### src/rtl/vend_coin_driver_if.sv
// ---------------------------------------------------------------------------
// vend_coin_driver_if
//   Bundles the request, coin-bus, machine-response and result signals of the
//   vending-machine coin driver into one interface.
//
//   master : the coin driver itself.
//            It takes the request and the pr/ch response as inputs.
//            It drives the coin bus, the status outputs and the counters.
//   slave  : the environment.
//            It issues requests, models the machine's pr/ch response and
//            consumes the results.
//
//   Signals
//     start        request a transaction (accepted only while busy=0)
//     seq_len      number of coins, 1..MAX_COINS
//     seq_coins    packed coin codes; coin i sits at [2i+1:2i]
//     busy         transaction in progress
//     coin         coin bus: 00 none, 01 one unit, 10 two units
//     pr, ch       product-release / change-return from the machine
//     done         one-cycle end-of-transaction pulse
//     vend_seen    pr was seen during the transaction
//     change_seen  ch was seen during the transaction
//     result_ok    observed outcome matches the expected outcome
//     err_code     0 none, 1 bad request, 2 timeout, 3 early vend
//     vend_cnt     saturating count of transactions that ended with a vend
//     change_cnt   saturating count of transactions that ended with change
// ---------------------------------------------------------------------------
interface vend_coin_driver_if #(
  parameter int MAX_COINS = 4,
  parameter int CNT_W     = 8
);
  logic                   start;
  logic [2:0]             seq_len;
  logic [2*MAX_COINS-1:0] seq_coins;
  logic                   busy;
  logic [1:0]             coin;
  logic                   pr;
  logic                   ch;
  logic                   done;
  logic                   vend_seen;
  logic                   change_seen;
  logic                   result_ok;
  logic [1:0]             err_code;
  logic [CNT_W-1:0]       vend_cnt;
  logic [CNT_W-1:0]       change_cnt;

  modport master (
    input  start, seq_len, seq_coins, pr, ch,
    output busy, coin, done, vend_seen, change_seen, result_ok, err_code,
           vend_cnt, change_cnt
  );

  modport slave (
    output start, seq_len, seq_coins, pr, ch,
    input  busy, coin, done, vend_seen, change_seen, result_ok, err_code,
           vend_cnt, change_cnt
  );
endinterface

### src/rtl/vend_coin_driver.sv
// ---------------------------------------------------------------------------
// vend_coin_driver
//   Customer-side initiator for the vending-machine coin interface.
//
//   Operation
//     On start it latches a coin sequence.
//     It drives one coin per clock onto the coin bus.
//     It then watches the machine's pr/ch response.
//     At the end it reports whether the response matched the amount paid.
//
//   State sequence
//     IDLE -> DRIVE -> WAIT -> FIN -> IDLE
//     A malformed request goes straight from IDLE to FIN.
//
//   Timing
//     FIN computes the results.
//     done, result_ok and the counters therefore become visible in the cycle
//     after FIN, when the FSM is back in IDLE.
//
//   Parameters
//     MAX_COINS  max coins per transaction (1..7)
//     PRICE      product price in coin units
//     TIMEOUT    WAIT cycles allowed for pr before giving up (>=2)
//     CNT_W      width of the statistics counters
//
//   Ports
//     clk     rising-edge clock
//     rstn    asynchronous active-low reset
//     io_bus  vend_coin_driver_if.master
//             Carries the request, coin bus, pr/ch and the results.
// ---------------------------------------------------------------------------
module vend_coin_driver #(
  parameter int MAX_COINS = 4,
  parameter int PRICE     = 3,
  parameter int TIMEOUT   = 8,
  parameter int CNT_W     = 8
) (
  input  logic                      clk,
  input  logic                      rstn,
  vend_coin_driver_if.master        io_bus
);

  localparam int SUM_W = $clog2(2*MAX_COINS+1);
  localparam int TMR_W = $clog2(TIMEOUT);
  localparam int SEQ_W = 2*MAX_COINS;

  localparam logic [2:0]       MAX_LEN  = 3'(MAX_COINS);
  localparam logic [SUM_W-1:0] PRICE_S  = SUM_W'(PRICE);
  localparam logic [TMR_W-1:0] TMR_LAST = TMR_W'(TIMEOUT-1);

  localparam logic [1:0] ERR_NONE    = 2'd0;
  localparam logic [1:0] ERR_BAD_REQ = 2'd1;
  localparam logic [1:0] ERR_TIMEOUT = 2'd2;
  localparam logic [1:0] ERR_EARLY   = 2'd3;

  typedef enum logic [1:0] {
    S_IDLE  = 2'd0,
    S_DRIVE = 2'd1,
    S_WAIT  = 2'd2,
    S_FIN   = 2'd3
  } state_t;

  // Codes 00 and 11 are not coins.
  function automatic logic coin_is_bad(input logic [1:0] code);
    return (code == 2'b00) || (code == 2'b11);
  endfunction

  // Value of a coin code in price units.
  function automatic logic [SUM_W-1:0] coin_value(input logic [1:0] code);
    logic [SUM_W-1:0] val;
    case (code)
      2'b01:   val = SUM_W'(1);
      2'b10:   val = SUM_W'(2);
      default: val = SUM_W'(0);
    endcase
    return val;
  endfunction

  // Saturating increment for the statistics counters.
  function automatic logic [CNT_W-1:0] sat_inc(input logic [CNT_W-1:0] val);
    logic [CNT_W-1:0] res;
    if (&val) begin
      res = val;
    end else begin
      res = val + CNT_W'(1);
    end
    return res;
  endfunction

  state_t             r_state;
  logic               r_busy;
  logic [1:0]         r_coin;
  logic [2:0]         r_len;
  logic [SEQ_W-1:0]   r_coins;
  logic [2:0]         r_idx;        // coins already put on the bus
  logic [SUM_W-1:0]   r_sum;
  logic [TMR_W-1:0]   r_timer;
  logic               r_vend_seen;
  logic               r_change_seen;
  logic [1:0]         r_err;
  logic               r_done;
  logic               r_result_ok;
  logic [CNT_W-1:0]   r_vend_cnt;
  logic [CNT_W-1:0]   r_change_cnt;

  logic               w_bad_code;
  logic               w_req_bad;
  logic [SEQ_W-1:0]   w_shifted;
  logic [1:0]         w_next_code;
  logic               w_coins_left;

  // Request validation: only the first seq_len codes have to be real coins.
  always_comb begin
    w_bad_code = 1'b0;
    for (int i = 0; i < MAX_COINS; i++) begin
      w_bad_code = w_bad_code |
                   ((3'(i) < io_bus.seq_len) & coin_is_bad(io_bus.seq_coins[2*i +: 2]));
    end
    w_req_bad = (io_bus.seq_len == 3'd0) | (io_bus.seq_len > MAX_LEN) | w_bad_code;
  end

  // Next coin to send: code at index r_idx of the latched sequence.
  always_comb begin
    w_shifted    = r_coins >> {r_idx, 1'b0};
    w_next_code  = w_shifted[1:0];
    w_coins_left = (r_idx < r_len);
  end

  // Transaction FSM with its registered outputs, flags and counters.
  always_ff @(posedge clk or negedge rstn) begin
    if (!rstn) begin
      r_state       <= S_IDLE;
      r_busy        <= 1'b0;
      r_coin        <= 2'b00;
      r_len         <= 3'd0;
      r_coins       <= '0;
      r_idx         <= 3'd0;
      r_sum         <= '0;
      r_timer       <= '0;
      r_vend_seen   <= 1'b0;
      r_change_seen <= 1'b0;
      r_err         <= ERR_NONE;
      r_done        <= 1'b0;
      r_result_ok   <= 1'b0;
      r_vend_cnt    <= '0;
      r_change_cnt  <= '0;
    end else begin
      r_done <= 1'b0;
      case (r_state)
        S_IDLE: begin
          r_coin <= 2'b00;
          if (io_bus.start) begin
            r_len         <= io_bus.seq_len;
            r_coins       <= io_bus.seq_coins;
            r_vend_seen   <= 1'b0;
            r_change_seen <= 1'b0;
            r_result_ok   <= 1'b0;
            r_timer       <= '0;
            r_busy        <= 1'b1;
            if (w_req_bad) begin
              r_err   <= ERR_BAD_REQ;
              r_sum   <= '0;
              r_idx   <= 3'd0;
              r_state <= S_FIN;
            end else begin
              // The first coin goes out on the edge that accepts the request.
              r_err   <= ERR_NONE;
              r_coin  <= io_bus.seq_coins[1:0];
              r_idx   <= 3'd1;
              r_sum   <= coin_value(io_bus.seq_coins[1:0]);
              r_state <= S_DRIVE;
            end
          end else begin
            r_busy <= 1'b0;
          end
        end

        S_DRIVE: begin
          r_vend_seen   <= r_vend_seen | io_bus.pr;
          r_change_seen <= r_change_seen | io_bus.ch;
          if (io_bus.pr && w_coins_left) begin
            // Machine vended before it was fully paid: abandon the rest.
            r_coin  <= 2'b00;
            r_err   <= ERR_EARLY;
            r_timer <= '0;
            r_state <= S_WAIT;
          end else if (w_coins_left) begin
            r_coin <= w_next_code;
            r_idx  <= r_idx + 3'd1;
            r_sum  <= r_sum + coin_value(w_next_code);
          end else begin
            r_coin  <= 2'b00;
            r_timer <= '0;
            r_state <= S_WAIT;
          end
        end

        S_WAIT: begin
          r_vend_seen   <= r_vend_seen | io_bus.pr;
          r_change_seen <= r_change_seen | io_bus.ch;
          r_coin        <= 2'b00;
          if (r_vend_seen) begin
            // This was the extra cycle after pr, kept only to catch a late ch.
            r_state <= S_FIN;
          end else if (io_bus.pr) begin
            r_state <= S_WAIT;
          end else if (r_timer == TMR_LAST) begin
            // No vend at all: an error only if enough was paid to expect one.
            if (r_sum >= PRICE_S) begin
              r_err <= ERR_TIMEOUT;
            end else begin
              r_err <= r_err;
            end
            r_state <= S_FIN;
          end else begin
            r_timer <= r_timer + TMR_W'(1);
          end
        end

        S_FIN: begin
          r_coin      <= 2'b00;
          r_done      <= 1'b1;
          r_result_ok <= (r_vend_seen == (r_sum >= PRICE_S)) &&
                         (r_change_seen == (r_sum > PRICE_S)) &&
                         (r_err == ERR_NONE);
          if (r_vend_seen) begin
            r_vend_cnt <= sat_inc(r_vend_cnt);
          end else begin
            r_vend_cnt <= r_vend_cnt;
          end
          if (r_change_seen) begin
            r_change_cnt <= sat_inc(r_change_cnt);
          end else begin
            r_change_cnt <= r_change_cnt;
          end
          r_busy  <= 1'b0;
          r_state <= S_IDLE;
        end

        default: begin
          r_coin  <= 2'b00;
          r_busy  <= 1'b0;
          r_state <= S_IDLE;
        end
      endcase
    end
  end

  assign io_bus.busy        = r_busy;
  assign io_bus.coin        = r_coin;
  assign io_bus.done        = r_done;
  assign io_bus.vend_seen   = r_vend_seen;
  assign io_bus.change_seen = r_change_seen;
  assign io_bus.result_ok   = r_result_ok;
  assign io_bus.err_code    = r_err;
  assign io_bus.vend_cnt    = r_vend_cnt;
  assign io_bus.change_cnt  = r_change_cnt;

endmodule
### src/flat_wrapper.sv
// flat-port wrapper written by rule: the top's interface ports become plain ports
module vend_coin_driver_flat 
#(
  parameter int MAX_COINS = 4,
  parameter int PRICE     = 3,
  parameter int TIMEOUT   = 8,
  parameter int CNT_W     = 8
)
  (clk, rstn, io_bus_start, io_bus_seq_len, io_bus_seq_coins, io_bus_pr, io_bus_ch, io_bus_busy, io_bus_coin, io_bus_done, io_bus_vend_seen, io_bus_change_seen, io_bus_result_ok, io_bus_err_code, io_bus_vend_cnt, io_bus_change_cnt);
  vend_coin_driver_if #(.MAX_COINS(MAX_COINS), .CNT_W(CNT_W)) io_bus_i ();
  input  logic clk;
  input  logic rstn;
  input wire logic [$bits(io_bus_i.start)-1:0] io_bus_start;
  input wire logic [$bits(io_bus_i.seq_len)-1:0] io_bus_seq_len;
  input wire logic [$bits(io_bus_i.seq_coins)-1:0] io_bus_seq_coins;
  input wire logic [$bits(io_bus_i.pr)-1:0] io_bus_pr;
  input wire logic [$bits(io_bus_i.ch)-1:0] io_bus_ch;
  output wire logic [$bits(io_bus_i.busy)-1:0] io_bus_busy;
  output wire logic [$bits(io_bus_i.coin)-1:0] io_bus_coin;
  output wire logic [$bits(io_bus_i.done)-1:0] io_bus_done;
  output wire logic [$bits(io_bus_i.vend_seen)-1:0] io_bus_vend_seen;
  output wire logic [$bits(io_bus_i.change_seen)-1:0] io_bus_change_seen;
  output wire logic [$bits(io_bus_i.result_ok)-1:0] io_bus_result_ok;
  output wire logic [$bits(io_bus_i.err_code)-1:0] io_bus_err_code;
  output wire logic [$bits(io_bus_i.vend_cnt)-1:0] io_bus_vend_cnt;
  output wire logic [$bits(io_bus_i.change_cnt)-1:0] io_bus_change_cnt;
  assign io_bus_i.start = io_bus_start;
  assign io_bus_i.seq_len = io_bus_seq_len;
  assign io_bus_i.seq_coins = io_bus_seq_coins;
  assign io_bus_i.pr = io_bus_pr;
  assign io_bus_i.ch = io_bus_ch;
  assign io_bus_busy = io_bus_i.busy;
  assign io_bus_coin = io_bus_i.coin;
  assign io_bus_done = io_bus_i.done;
  assign io_bus_vend_seen = io_bus_i.vend_seen;
  assign io_bus_change_seen = io_bus_i.change_seen;
  assign io_bus_result_ok = io_bus_i.result_ok;
  assign io_bus_err_code = io_bus_i.err_code;
  assign io_bus_vend_cnt = io_bus_i.vend_cnt;
  assign io_bus_change_cnt = io_bus_i.change_cnt;
  vend_coin_driver #(.MAX_COINS(MAX_COINS), .PRICE(PRICE), .TIMEOUT(TIMEOUT), .CNT_W(CNT_W)) u_core (.clk(clk), .rstn(rstn), .io_bus(io_bus_i));
endmodule
### config.mk
export PLATFORM = sky130hd
export DESIGN_NAME = vend_coin_driver_flat
export DESIGN_NICKNAME = d
export VERILOG_FILES = /design/src/rtl/vend_coin_driver_if.sv /design/src/rtl/vend_coin_driver.sv /design/src/flat_wrapper.sv
export SDC_FILE = /design/constraint.sdc
export NUM_CORES = 1
export LEC_CHECK = 0
export CAP_MARGIN = 20
export CORE_MARGIN = 3
export CORE_UTILIZATION = 48
export DETAILED_ROUTE_END_ITERATION = 7
export GPL_TIMING_DRIVEN = 0
export PLACE_DENSITY_LB_ADDON = 0.3
export SYNTH_ARGS = -nofsm -noshare
export SYNTH_HDL_FRONTEND = slang
export SYNTH_SLANG_ARGS = --single-unit
### constraint.sdc
create_clock -name clk -period 3.64 [get_ports clk]
set_clock_uncertainty 0.1 [all_clocks]
set_input_delay 0.364 -clock clk [delete_from_list [all_inputs] [get_ports clk]]
set_output_delay 0.364 -clock clk [all_outputs]
set_load 0.1 [all_outputs]
==> run_summary.xml, run 1 <==
<?xml version="1.0" encoding="UTF-8"?>
<metrics>
  <group name="synthesis">
    <metric name="synth-async-reset-ratio" unit="%">100</metric>
    <metric name="synth-edff-count" unit="">0</metric>
    <metric name="synth.net_count" unit="">271</metric>
    <metric name="syn-instance-count" unit="">239</metric>
    <metric name="number_of_storage_elements_in_the_synthesis_netlist" unit="">48</metric>
    <metric name="postSynthAreaPerCell" unit="sq um">10.7</metric>
    <metric name="ys_seq_area_share" unit="%">46.9</metric>
    <metric name="synth_top_flop_cell" unit="">dfrtp_1</metric>
    <metric name="syn_area" unit="sq um">2560</metric>
    <metric name="yosys.cell_types.count" unit="">45</metric>
    <metric name="yosysWarningCount" unit="">0</metric>
  </group>
  <group name="global_routing">
    <metric name="grt-ovfl-total" unit="">0</metric>
    <metric name="grt_first_pass_wirelength" unit="microns">9590</metric>
    <metric name="first_global_vias" unit="">1941</metric>
    <metric name="global_route.usage.total" unit="%">19.3</metric>
    <metric name="grt_start_max_net_pins" unit="">38</metric>
    <metric name="number_of_antenna_violations_at_the_first_check_in_global_routing" unit="">0</metric>
  </group>
  <group name="placed_design">
    <metric name="port_buffers" unit="">40</metric>
    <metric name="routabilityCongestion" unit="">0.796</metric>
    <metric name="dp_hpwl" unit="microns">4000</metric>
  </group>
  <group name="floorplan">
    <metric name="placeableCoreArea" unit="sq um">4940</metric>
    <metric name="floorplan.initialDensity" unit="%">51.8</metric>
    <metric name="core.rowCount" unit="">25</metric>
    <metric name="die_w" unit="microns">79.0</metric>
    <metric name="die_height" unit="microns">79.0</metric>
    <metric name="dieArea" unit="sq um">6240</metric>
    <metric name="boundaryPins" unit="">41</metric>
  </group>
  <group name="drt">
    <metric name="route.vias.total" unit="">1924</metric>
    <metric name="drcViolationCount" unit="">0</metric>
    <metric name="drt-vias-per-instance" unit="">5.40</metric>
    <metric name="final_antenna_net_count" unit="">0</metric>
    <metric name="postRouteWirelength" unit="microns">5280</metric>
    <metric name="drt_pre_antenna_iters" unit="">4</metric>
    <metric name="drt-wirelength-per-cell" unit="microns">14.8</metric>
    <metric name="drt_first_iter_violations" unit="">143</metric>
  </group>
  <group name="clock_network">
    <metric name="htreeDepth" unit="">2</metric>
    <metric name="cts.path.max_buffers" unit="">2</metric>
    <metric name="tritoncts_clock_tree" unit="">built</metric>
    <metric name="clock_insertion_delay_worst_skew" unit="ps">300</metric>
    <metric name="cts-root-buf" unit="">clkbuf_8</metric>
    <metric name="clock_buffer_count_from_cts" unit="">5</metric>
    <metric name="total_of_cells_resized_after_clock_tree_synthesis" unit="">0</metric>
    <metric name="path_clk_slew" unit="ps">90</metric>
    <metric name="numClockSinks" unit="">48</metric>
    <metric name="cts_hold_repair.buffers" unit="">1</metric>
    <metric name="post_cts_setup_bufs" unit="">0</metric>
  </group>
  <group name="job">
    <metric name="timing.max_cap.violations" unit="">0</metric>
  </group>
  <group name="final_layout">
    <metric name="layout.filler_cells" unit="">423</metric>
    <metric name="layout.nets" unit="">320</metric>
    <metric name="syn_to_final_growth" unit="%">23.7</metric>
    <metric name="drive_above_1_share" unit="%">9.69</metric>
    <metric name="antenna_cells_inserted" unit="">0</metric>
  </group>
  <group name="sta">
    <metric name="pin_slew_with_the_least_headroom_to_its_limit" unit="ps">985</metric>
    <metric name="grt_setup_unrepaired" unit="">false</metric>
    <metric name="slew_headroom" unit="%">34.2</metric>
    <metric name="tcrit_tclk_final" unit="%">80.6</metric>
    <metric name="timing.final.crit_period" unit="ps">2930</metric>
    <metric name="finalSetupViolations" unit="">0</metric>
    <metric name="timing.fmax" unit="MHz">341</metric>
    <metric name="finalHoldViolCount" unit="">0</metric>
    <metric name="timing.final.max_slew_violations" unit="">0</metric>
    <metric name="timing.setup.tns" unit="ps">0</metric>
  </group>
  <group name="critical_path">
    <metric name="worstReg2RegStart" unit="">u_core.r_idx[0]</metric>
    <metric name="cp-start-kind" unit="">flop</metric>
    <metric name="path_max_fanout" unit="">5</metric>
    <metric name="startpoint" unit="">u_core.r_idx[0]</metric>
    <metric name="cp.arrival" unit="ps">3080</metric>
    <metric name="timing.setup.critical_path_class" unit="">flop to flop</metric>
    <metric name="critical_path.endpoint_type" unit="">flop</metric>
    <metric name="timing.critical_path.required" unit="ps">3780</metric>
  </group>
  <group name="run_status">
    <metric name="outcome" unit="">finished, final reports clean</metric>
  </group>
  <group name="min_path">
    <metric name="min_path_type" unit="">input port to asynchronous set/reset pin</metric>
  </group>
</metrics>
-- state kept, by name, summed over array words and instances (netlist names) --
signal	cells
u_core.io_bus.change_cnt	8
u_core.io_bus.busy	1
u_core.r_len	3
u_core.r_timer	3
u_core.io_bus.err_code	2
u_core.r_state	2
u_core.r_sum	4
u_core.io_bus.result_ok	1
u_core.r_coins	8
u_core.io_bus.coin	2
u_core.io_bus.vend_cnt	8
u_core.io_bus.done	1
u_core.io_bus.change_seen	1
u_core.r_idx	3
u_core.io_bus.vend_seen	1
-- worst paths after layout --
kind	endpoint	slack [ps]	cells past startpoint
worst min register to register	u_core.r_timer[2]	390	2
worst max-delay path	u_core.r_sum[2]	710	7
min in group clk	u_core.r_timer[2]	390	2
max in group asynchronous	u_core.r_idx[0]	2580	3
worst min-delay path	u_core.r_timer[2]	380	2
worst max register to register	u_core.r_sum[2]	710	7
-- layout by cell type, fill, tap and decap left out, types with 6 or more instances in the layout --
cell type         n
mux2_2           11
dfrtp_1          48
nor2_1           14
o21ai_0          15
clkdlybuf4s50_1  39
xnor2_1          11
xor2_1            9
ha_1             15
clkbuf_8          6
nand2_1          28
nand3_1          10
inv_1            12
a21oi_1          13
-- worst max-delay path: stages, from the launching register on --
cell and delay [ps]:
dfrtp_1 470, mux4_1 650, nor3b_1 310, ha_1 220, inv_1 60, fa_1 430, or4_1 550, nand2_1 80
-- layout make-up --
class                   count  area [sq um]  share of cell area (%)
well taps                  67          83.8                    2.65
clock inverters             2          15.0                   0.474
repair buffers             42           425                    13.4
plain buffers               6          35.0                    1.11
flip-flops and latches     48          1200                    37.9
clock buffers               6          82.6                    2.61
inverters                  12          45.0                    1.42
multi-input cells         173          1280                    40.4
-- cells in the mapped netlist, drive strengths merged (2+ instances only) --
cell type | count | area [sq um]
a21oi | 14 | 81.3
nand3 | 10 | 50.1
nor3 | 2 | 10.0
clkbuf | 2 | 7.51
nor2b | 3 | 21.3
xnor2 | 11 | 96.3
mux2 | 11 | 124
nor3b | 3 | 22.5
nand4 | 4 | 25.0
buf | 4 | 27.5
a211oi | 5 | 50.1
xor2 | 9 | 78.8
o211ai | 2 | 15.0
nand2b | 4 | 25.0
nand2 | 28 | 105
and2 | 2 | 12.5
ha | 15 | 188
o221ai | 2 | 17.5
mux4 | 2 | 52.6
o21ai | 15 | 75.1
inv | 12 | 45.0
a21o | 2 | 15.0
a32o | 2 | 20.0
dfrtp | 48 | 1200
nor2 | 14 | 52.6
-- layer usage --
| layer | GRT usage (%) | routed length [microns] | share of wire (%) |
|---|---|---|---|
| met2 | 29.4 | 2540 | 48 |
| met5 | 0 | 0 | 0 |
| met3 | 4.31 | 172 | 3.3 |
| met1 | 27.8 | 2480 | 47 |
| met4 | 5.33 | 83 | 1.6 |
-- per-stage QoR --
stage	utilization (%)	instances	hold slack [ps]	setup WS (ps)	instance area (sq um)
2_1_floorplan	-	239	-31.6	1050	2560
3_5_place_dp	61.9	347	172	830	3060
3_3_place_gp	61.6	346	360	729	3040
6_report	64.1	356	379	707	3170
4_1_cts	64.1	356	381	704	3170
5_1_grt	64.1	356	402	639	3170
-- cell families (layout without fill, tap and decap cells) --
family                     count (synthesis)  in the layout  share of synthesized area, %
adders and majority gates                 16             16                          8.12
AOI/OAI and AO/OA                         50             50                          14.1
xor gates and xnor gates                  20             20                          6.85
DFF                                       48             48                          46.9
and+or+nand+nor                           73             73                          13.5
muxes                                     14             14                          7.29
buffers and inverters                     18             68                          3.13
Power of run 1 is not shown: default switching activity piles up to over one toggle a cycle in this logic, so the estimate is an artifact.
==> run 2: changes to the inputs <==
==> constraint.sdc (replaced) <==
create_clock -name clk -period 2.5 [get_ports clk]
set_clock_uncertainty 0.1 [all_clocks]
set_input_delay 0.25 -clock clk [delete_from_list [all_inputs] [get_ports clk]]
set_output_delay 0.25 -clock clk [all_outputs]
set_load 0.1 [all_outputs]
==> run_summary.xml, run 2 (synthesis gave the netlist of run 1 again) <==
<?xml version="1.0" encoding="UTF-8"?>
<metrics>
  <group name="drt">
    <metric name="final_antenna_net_count" unit="">0</metric>
    <metric name="drcViolationCount" unit="">0</metric>
    <metric name="drt_pre_antenna_iters" unit="">4</metric>
    <metric name="drt-vias-per-instance" unit="">5.34</metric>
    <metric name="drt-wirelength-per-cell" unit="microns">14.8</metric>
    <metric name="drt_first_iter_violations" unit="">122</metric>
    <metric name="postRouteWirelength" unit="microns">5320</metric>
    <metric name="route.vias.total" unit="">1916</metric>
  </group>
  <group name="clock_network">
    <metric name="clock_buffer_count_from_cts" unit="">5</metric>
    <metric name="numClockSinks" unit="">48</metric>
    <metric name="clock_insertion_delay_worst_skew" unit="ps">300</metric>
    <metric name="htreeDepth" unit="">2</metric>
    <metric name="path_clk_slew" unit="ps">90</metric>
    <metric name="cts.path.max_buffers" unit="">2</metric>
    <metric name="tritoncts_clock_tree" unit="">built</metric>
    <metric name="cts-root-buf" unit="">clkbuf_8</metric>
  </group>
  <group name="global_routing">
    <metric name="number_of_antenna_violations_at_the_first_check_in_global_routing" unit="">0</metric>
    <metric name="grt-ovfl-total" unit="">0</metric>
    <metric name="first_global_vias" unit="">1894</metric>
    <metric name="grt_first_pass_wirelength" unit="microns">9270</metric>
    <metric name="grt_start_max_net_pins" unit="">37</metric>
    <metric name="global_route.usage.total" unit="%">19.0</metric>
  </group>
  <group name="floorplan">
    <metric name="die_w" unit="microns">79.0</metric>
    <metric name="floorplan.initialDensity" unit="%">51.8</metric>
    <metric name="placeableCoreArea" unit="sq um">4940</metric>
    <metric name="core.rowCount" unit="">25</metric>
    <metric name="boundaryPins" unit="">41</metric>
    <metric name="die_height" unit="microns">79.0</metric>
    <metric name="dieArea" unit="sq um">6240</metric>
  </group>
  <group name="sta">
    <metric name="pin_slew_with_the_least_headroom_to_its_limit" unit="ps">979</metric>
    <metric name="slew_headroom" unit="%">34.5</metric>
    <metric name="timing.fmax" unit="MHz">410</metric>
    <metric name="finalHoldViolCount" unit="">0</metric>
    <metric name="finalSetupViolations" unit="">0</metric>
    <metric name="timing.final.max_slew_violations" unit="">0</metric>
    <metric name="whs" unit="ps">261</metric>
    <metric name="timing.final.crit_period" unit="ps">2440</metric>
    <metric name="tcrit_tclk_final" unit="%">97.6</metric>
  </group>
  <group name="final_layout">
    <metric name="regArea" unit="sq um">1200</metric>
    <metric name="layout.filler_cells" unit="">421</metric>
    <metric name="antenna_cells_inserted" unit="">0</metric>
    <metric name="syn_to_final_growth" unit="%">24.6</metric>
    <metric name="layout.nets" unit="">324</metric>
    <metric name="layout_common_cells" unit="">dfrtp_1 (47), clkdlybuf4s50_1 (39), nand2_1 (27), o21ai_0 (15)</metric>
    <metric name="drive_above_1_share" unit="%">12.7</metric>
    <metric name="most_common_cell_after_layout_fill_and_taps_aside" unit="">dfrtp_1</metric>
    <metric name="multi_input_comb_area" unit="sq um">1290</metric>
  </group>
  <group name="critical_path">
    <metric name="timing.critical_path.required" unit="ps">2580</metric>
    <metric name="critical_path.max_stage_delay" unit="ps">550</metric>
    <metric name="timing.setup.critical_path_class" unit="">flop to flop</metric>
    <metric name="cp_cell_sequence" unit="">mux4_2 &gt; nor3b_2 &gt; ha_2 &gt; inv_1 &gt; fa_2 &gt; nor2_1 &gt; a311oi_1 &gt; a21oi_1</metric>
    <metric name="cp.arrival" unit="ps">2520</metric>
    <metric name="path_max_fanout" unit="">3</metric>
    <metric name="timing.critical_path.max_delay_family" unit="">adder cells</metric>
    <metric name="critical_path.endpoint_type" unit="">flop</metric>
    <metric name="cp-start-kind" unit="">flop</metric>
    <metric name="timing.critical_path.buf_inv" unit="">1</metric>
    <metric name="worst_path_max_delay_cell" unit="">mux4_2</metric>
  </group>
  <group name="run_status">
    <metric name="outcome" unit="">finished, final reports clean</metric>
  </group>
  <group name="min_path">
    <metric name="min_path_type" unit="">input port to asynchronous set/reset pin</metric>
  </group>
  <group name="job">
    <metric name="timing.max_cap.violations" unit="">0</metric>
  </group>
  <group name="placed_design">
    <metric name="dp_hpwl" unit="microns">3920</metric>
    <metric name="port_buffers" unit="">40</metric>
    <metric name="routabilityCongestion" unit="">0.810</metric>
  </group>
</metrics>
[run 2: cell type report]
cell class | instances | share of cell area [%]
Clock inverter | 1 | 0.157
Clock buffer | 6 | 2.28
Multi-Input combinational cell | 173 | 40.4
Buffer | 6 | 1.10
Timing Repair Buffer | 46 | 14.3
Sequential cell | 48 | 37.7
Inverter | 12 | 1.41
Tap cell | 67 | 2.63
[run 2: repair_timing]
| action | CTS | global route |
|---|---|---|
| setup endpoints to repair | 1 | 2 |
| setup buffers | 3 | 1 |
| hold buffers | 1 | 0 |
| pin swaps | 1 | 3 |
| hold endpoints to repair | 12 | 0 |
| resized for setup | 3 | 2 |
| cloned | 0 | 0 |
[run 2: final timing paths]
path | to | start | slack (ps) | cells past startpoint
worst max-delay path | u_core.r_sum[1] | u_core.r_idx[0] | 60 | 8
worst min-delay path | u_core.r_len[1] | rstn | 260 | 2
worst max register to register | u_core.r_sum[1] | u_core.r_idx[0] | 60 | 8
worst min register to register | u_core.r_coins[0] | u_core.r_coins[0] | 390 | 2
max in group asynchronous | u_core.r_idx[0] | rstn | 1540 | 3
min in group clk | u_core.r_coins[0] | u_core.r_coins[0] | 390 | 2
[run 2: routing by layer]
layer / up-vias / track usage [%] / part of all wire (%) / wire, microns
li1: 945 / - / - / -
met1: 923 / 26.6 / 48 / 2560
met2: 42 / 29.4 / 47 / 2490
met3: 6 / 4.20 / 3.8 / 200
met4: 0 / 5.84 / 1.2 / 66
met5: - / 0 / 0 / 0
[run 2: through the flow]
stage / instance area (sq um) / instances / setup slack [ps] / utilization (%) / setup TNS (ps)
final: 3190 / 359 / 60.0 / 64.5 / 0
after global placement: 3040 / 346 / -453 / 61.5 / -13500
after CTS: 3180 / 358 / 3.26 / 64.3 / 0
after global routing: 3190 / 359 / -15.6 / 64.5 / -15.6
after detailed placement: 3060 / 347 / -115 / 61.8 / -115
after floorplan: 2560 / 239 / 15.7 / - / 0
Power of run 2 is left out for the same reason.
